--- config.mk ---
export PLATFORM = sky130hd
export DESIGN_NAME = mealy_overlap_10110
export DESIGN_NICKNAME = d
export VERILOG_FILES = /design/src/rtl/mealy_overlap_10110.sv
export SDC_FILE = /design/constraint.sdc
export NUM_CORES = 1
export LEC_CHECK = 0
export CORE_AREA = 2 2 39 41
export CTS_BUF_LIST = sky130_fd_sc_hd__clkbuf_2
export DETAILED_ROUTE_END_ITERATION = 8
export DIE_AREA = 0 0 41 43
export PLACE_DENSITY = 0.36
export SKIP_LAST_GASP = 1
export SLEW_MARGIN = 20
export SYNTH_ARGS = -nofsm -noshare
export SYNTH_HDL_FRONTEND = slang
export SYNTH_SLANG_ARGS = --single-unit
--- constraint.sdc ---
create_clock -name clk -period 1.77 [get_ports clk]
set_input_delay 0.354 -clock clk [delete_from_list [all_inputs] [get_ports clk]]
set_output_delay 0.354 -clock clk [all_outputs]
set_load 0.05 [all_outputs]
--- src/rtl/mealy_overlap_10110.sv ---
// Overlapping Mealy detector for the serial pattern 1-0-1-1-0 (oldest bit first).
// Optional saturating match counter on port match_cnt, enabled by defining MATCH_COUNT_EN.
module mealy_overlap_10110 #(
    parameter int CNT_W = 8
) (
    input  logic             clk,
    input  logic             rst,
    input  logic             in_data,
`ifdef MATCH_COUNT_EN
    output logic [CNT_W-1:0] match_cnt,
`endif
    output logic             out_data
);

    typedef enum logic [2:0] {
        IDLE  = 3'd0,
        S1    = 3'd1,
        S10   = 3'd2,
        S101  = 3'd3,
        S1011 = 3'd4
    } state_t;

    state_t state;
    state_t next_state;

    if (CNT_W < 1) begin : g_invalid_cnt_w
    end

    always_ff @(posedge clk or negedge rst) begin
        if (!rst) begin
            state <= IDLE;
        end else begin
            state <= next_state;
        end
    end

    // Each state is the longest received suffix that is also a prefix of 10110;
    // a match falls back to S10 so the trailing "10" seeds the next detection.
    always_comb begin
        next_state = IDLE;
        out_data   = 1'b0;
        case (state)
            IDLE:  next_state = in_data ? S1 : IDLE;
            S1:    next_state = in_data ? S1 : S10;
            S10:   next_state = in_data ? S101 : IDLE;
            S101:  next_state = in_data ? S1011 : S10;
            S1011: begin
                next_state = in_data ? S1 : S10;
                out_data   = ~in_data;
            end
            default: begin
                next_state = IDLE;
                out_data   = 1'b0;
            end
        endcase
    end

`ifdef MATCH_COUNT_EN
    logic [CNT_W-1:0] cnt;

    // Counts consumed matches and holds at all-ones rather than wrapping.
    always_ff @(posedge clk or negedge rst) begin
        if (!rst) begin
            cnt <= '0;
        end else if (out_data && (cnt != {CNT_W{1'b1}})) begin
            cnt <= cnt + {{(CNT_W-1){1'b0}}, 1'b1};
        end
    end

    assign match_cnt = cnt;
`endif

endmodule

-- Yosys cells after proc, flatten, opt, wreduce, memory -nomap -nowiden
Index checks and enable logic that the tools add are counted.
- bits in registers: 3
- input bits: 3
- output and inout port bits: 1
- word-level logic and storage cells: 14
- eq/ne operators: 4
- muxes and demuxes: 6
- bitwise gates (word level): 1
- reduce and logical (&&, ||, !) cells: 2
- operators with widths (cell ; number):
    $pmux 3 s4 ; 1
    $eq 3x2->1 const B ; 2
    $mux 2 ; 2
    $eq 3x1->1 const B ; 1
    $eq 3x3->1 const B ; 1
    $logic_not 3->1 ; 1
    $mux 3 ; 1
    $mux 1 ; 2
    $reduce_or 2->1 ; 1
    $not 1->1 ; 1

-- Longest topological paths before layout
- depth after elaboration: 3
- gate-level depth with buffers: 2
- depth with buffers taken out: 2

-- Worst setup path before layout
OpenSTA, ideal clock, no wires.
- path kind: register -> output
- start point: reg state[0]
- end point: out out_data
- data arrival time: 1.397 ns
- required time: 1.416 ns
- slack: 0.019 ns
- cell stages (with the launch flop): 2
- buffers on the path: 0
- cells stage by stage: dfrtp_1 > nor4b_2
- cells in the longest elaborated chain, start to end: 2
- RTL lines (item ; RTL line ; text):
    start, declared ; 23 ; state_t state;
    start signal, assigned ; 33 ; state <= next_state;
    $eq 3x3->1 ; 42 ; case (state)
    $mux 1 ; 42 ;
    end, declared ; 12 ; output logic out_data
No other way between the ends.

-- Worst setup path after layout
- start point: in in_data
- end point: out out_data
- cells in the longest elaborated chain, start to end: 2
- RTL lines (item ; RTL line ; text):
    start, declared ; 8 ; input logic in_data,
    $not 1->1 ; 49 ; out_data = ~in_data;
    $mux 1 ; 42 ;
No other way between the ends.

==> results.py <==
metrics = {
    "clocking": {
        "post-cts-setup-buffers": 0,
        "clk_transition_reported_paths_ns": 0.05,
        "cts_tree": "yes",
        "clockBufferDepth": 2,
        "cts_htree_levels": 1,
        "cts-root-buf": "sky130_fd_sc_hd__clkbuf_2",
        "clock_latency_ns": 0.21,
        "post_cts_resized": 0,
        "cts_made_buffers": 3,
        "cts.sinks": 3,
        "cts-hold-fix-buffers": 0,
    },
    "yosys": {
        "library_cell_with_the_highest_instance_count_after_synthesis": "sky130_fd_sc_hd__dfrtp_1",
        "syn_inst": 11,
        "syn_avg_cell_area_um2": 12.7,
        "yosys.area_share.simple": 0.375,
        "synth_top_family_by_area": "simple AND/OR/NAND/NOR gates",
        "synth_cell_type_count": 9,
        "yosysSeqAreaShare": 0.536,
        "synth.cell_area_um2": 140,
        "leading_cell_types_by_total_area_after_synthesis": "sky130_fd_sc_hd__dfrtp_1 (54%), sky130_fd_sc_hd__nor4b_2 (11%), sky130_fd_sc_hd__and4b_1 (7.1%)",
        "ys.flop_type": "sky130_fd_sc_hd__dfrtp_1",
        "synth-edff-count": 0,
        "synth_xor_xnor_area_share": 0,
        "synth_fp_nets": 14,
        "synth-warning-count": 0,
        "yosys.area.top_type": "sky130_fd_sc_hd__dfrtp_1",
        "post_synth_fa_ha_maj_area_fraction": 0,
        "post_synthesis_async_set_or_reset_flop_share": 1.00,
        "yosys.area.top_type_share": 0.536,
        "yosys_register_bits": 3,
        "synth_compound_area_frac": 0.0893,
        "synth.mux.area_fraction": 0,
    },
    "worst_setup_path": {
        "endpoint_kind": "output pin",
        "critical_path_peak_fanout": 2,
        "setup.worst_path.start_class": "primary input",
        "regToRegStartpoint": "state[0]$_DFF_PN0_",
        "worstRegToRegCells": 2,
        "critPathRequiredTime_ns": 1.42,
        "crit_arrival_ns": 1.33,
        "crit_type": "in2out",
        "setup.reg_to_reg.worst_slack_ns": 0.69,
        "critical_path.reg2reg.endpoint": "state[1]$_DFF_PN0_",
    },
    "detailed_routing": {
        "wl_per_cell_um": 8.23,
        "drc_errors": 0,
        "detailedRoute.firstIterationViolations": 4,
        "dr_total_vias": 117,
        "drt-vias-per-instance": 3.34,
        "drt_first_pass_iters": 2,
        "postRouteWirelength_um": 288,
        "detail-route-antenna-nets": 0,
    },
    "finish": {
        "layout.nets": 23,
        "num-fill-cells": 154,
        "area_delta_synth_final_pct": 62.5,
        "final_area_um2": 228,
        "largest_register_ffs": 3,
        "antenna_cells_inserted": 0,
        "ff_latch_area_um2": 75.1,
        "registers.top_by_ff_count": "state",
        "largest_registers": "state x3",
        "multi_input_comb_area_um2": 65.1,
        "final_util": 0.165,
        "layout-drive-gt1-share": 0.368,
    },
    "floorplan": {
        "ios": 4,
        "die_extent_in_x_um": 41,
        "placementRows": 14,
        "fp.dieArea_um2": 1760,
        "core_area_um2": 1380,
        "start_util": 0.101,
        "die-height_um": 43,
    },
    "pwr": {
        "switching_share": 0.267,
        "combPwrFrac": 0.109,
        "switching_power_total_mw": 0.0540,
        "power_density_nw_per_um2": 890,
        "leakage_power_nw": 0.0975,
        "internal_power_mw": 0.149,
        "power.share.sequential": 0.408,
        "peakVddDrop_uv": 202,
        "share_clk_of_total_power": 0.483,
    },
    "placed_design": {
        "routabilityCongestion": 0.621,
        "detailed_place_hpwl_um": 205,
        "place_worst_setup_slack_ns": 0.0743,
        "placement.io_buffers": 3,
        "dpl-instance-area_um2": 208,
    },
    "sta": {
        "timing.clock.skew_ns": 0.00327,
        "finalCritPeriodShare": 0.954,
        "setup_viol_count_final": 0,
        "timing.hold.ws_ns": 0.328,
        "setup_tns_ns": 0,
        "timing.final.max_slew_violations": 0,
        "fmax_mhz": 592,
        "setup_repair_after_global_routing_missed_its_margin": "no",
        "final-hold-violation-count": 0,
        "final_worst_setup_slack_ns": 0.0810,
        "post-route-min-period_ns": 1.69,
        "worst_slew_pin_slew_ns": 0.375,
        "timing.slew.headroom": 0.749,
    },
    "global_route": {
        "track_usage": 0.0493,
        "grt_antenna_before_repair": 0,
        "grt_pass1_wl_um": 517,
        "grt-ovfl-total": 0,
        "via_count_of_the_first_global_routing_pass": 110,
        "grt_max_degree": 7,
    },
    "run_status": {
        "status": "finished, final reports clean",
    },
    "min_path": {
        "type_of_the_worst_min_delay_path": "in2async",
    },
    "run": {
        "drv.max_cap_violation_count": 0,
    },
}
-- placed cells by master, fill, tap and decap left out --
master,count
sky130_fd_sc_hd__clkdlybuf4s50_1,2
sky130_fd_sc_hd__or3_1,1
sky130_fd_sc_hd__nor2_1,1
sky130_fd_sc_hd__nor4bb_1,1
sky130_fd_sc_hd__buf_12,1
sky130_fd_sc_hd__and4b_1,1
sky130_fd_sc_hd__nor3b_1,1
sky130_fd_sc_hd__nor4b_2,1
sky130_fd_sc_hd__o21a_1,1
sky130_fd_sc_hd__a21oi_1,1
sky130_fd_sc_hd__buf_4,1
sky130_fd_sc_hd__dfrtp_1,3
sky130_fd_sc_hd__clkbuf_2,4
-- critical path, cell delays in order --
cell and delay (ns):
sky130_fd_sc_hd__clkdlybuf4s50_1 0.43, sky130_fd_sc_hd__nor4b_2 0.36, sky130_fd_sc_hd__buf_12 0.19
-- area by class of cell --
class | count | share of cell area
flip-flops and latches | 3 | 0.330
repair buffers | 4 | 0.209
clock buffers | 4 | 0.0879
multi-input cells | 8 | 0.286
well taps | 16 | 0.0879
-- kinds of logic (layout without fill, tap and decap cells) --
group                  after synthesis  count (layout)
DFF                                  3               3
AOI/OAI and AO/OA                    2               2
and+or+nand+nor                      6               6
buffers and inverters                0               8
-- through the flow --
step | std cells | total power [mW]
floorplan | 11 | 0.0929
global placement | 31 | 0.104
detailed placement | 31 | 0.106
CTS | 35 | 0.211
global route | 35 | 0.227
finish | 35 | 0.203
-- power groups by stage --
| stage | clock network (mW) | logic (mW) | registers (mW) |
|---|---|---|---|
| 2_1_floorplan | 0 | 0.0115 | 0.0813 |
| 3_3_place_gp | 0 | 0.0214 | 0.0828 |
| 3_5_place_dp | 0 | 0.0224 | 0.0833 |
| 4_1_cts | 0.107 | 0.0223 | 0.0824 |
| 5_1_grt | 0.118 | 0.0247 | 0.0837 |
| 6_report | 0.0978 | 0.0221 | 0.0827 |
-- how the worst max path moves through the flow --
| stage | startpoint | end |
|---|---|---|
| global placement | in_data | out_data |
| detailed placement | in_data | out_data |
| floorplan | state[0]$_DFF_PN0_ | out_data |
| CTS | in_data | out_data |
| global route | in_data | out_data |
| finish | in_data | out_data |
-- routing by layer --
layer  up-vias  part of all wire  track usage
li1         61                 -            -
met4         0                 0       0.0200
met3         0              0.15       0.0628
met1        50              0.56       0.0647
met2         6              0.28       0.0438
met5         -                 0            0
No activity file was read; power rests on OpenSTA's default activity.
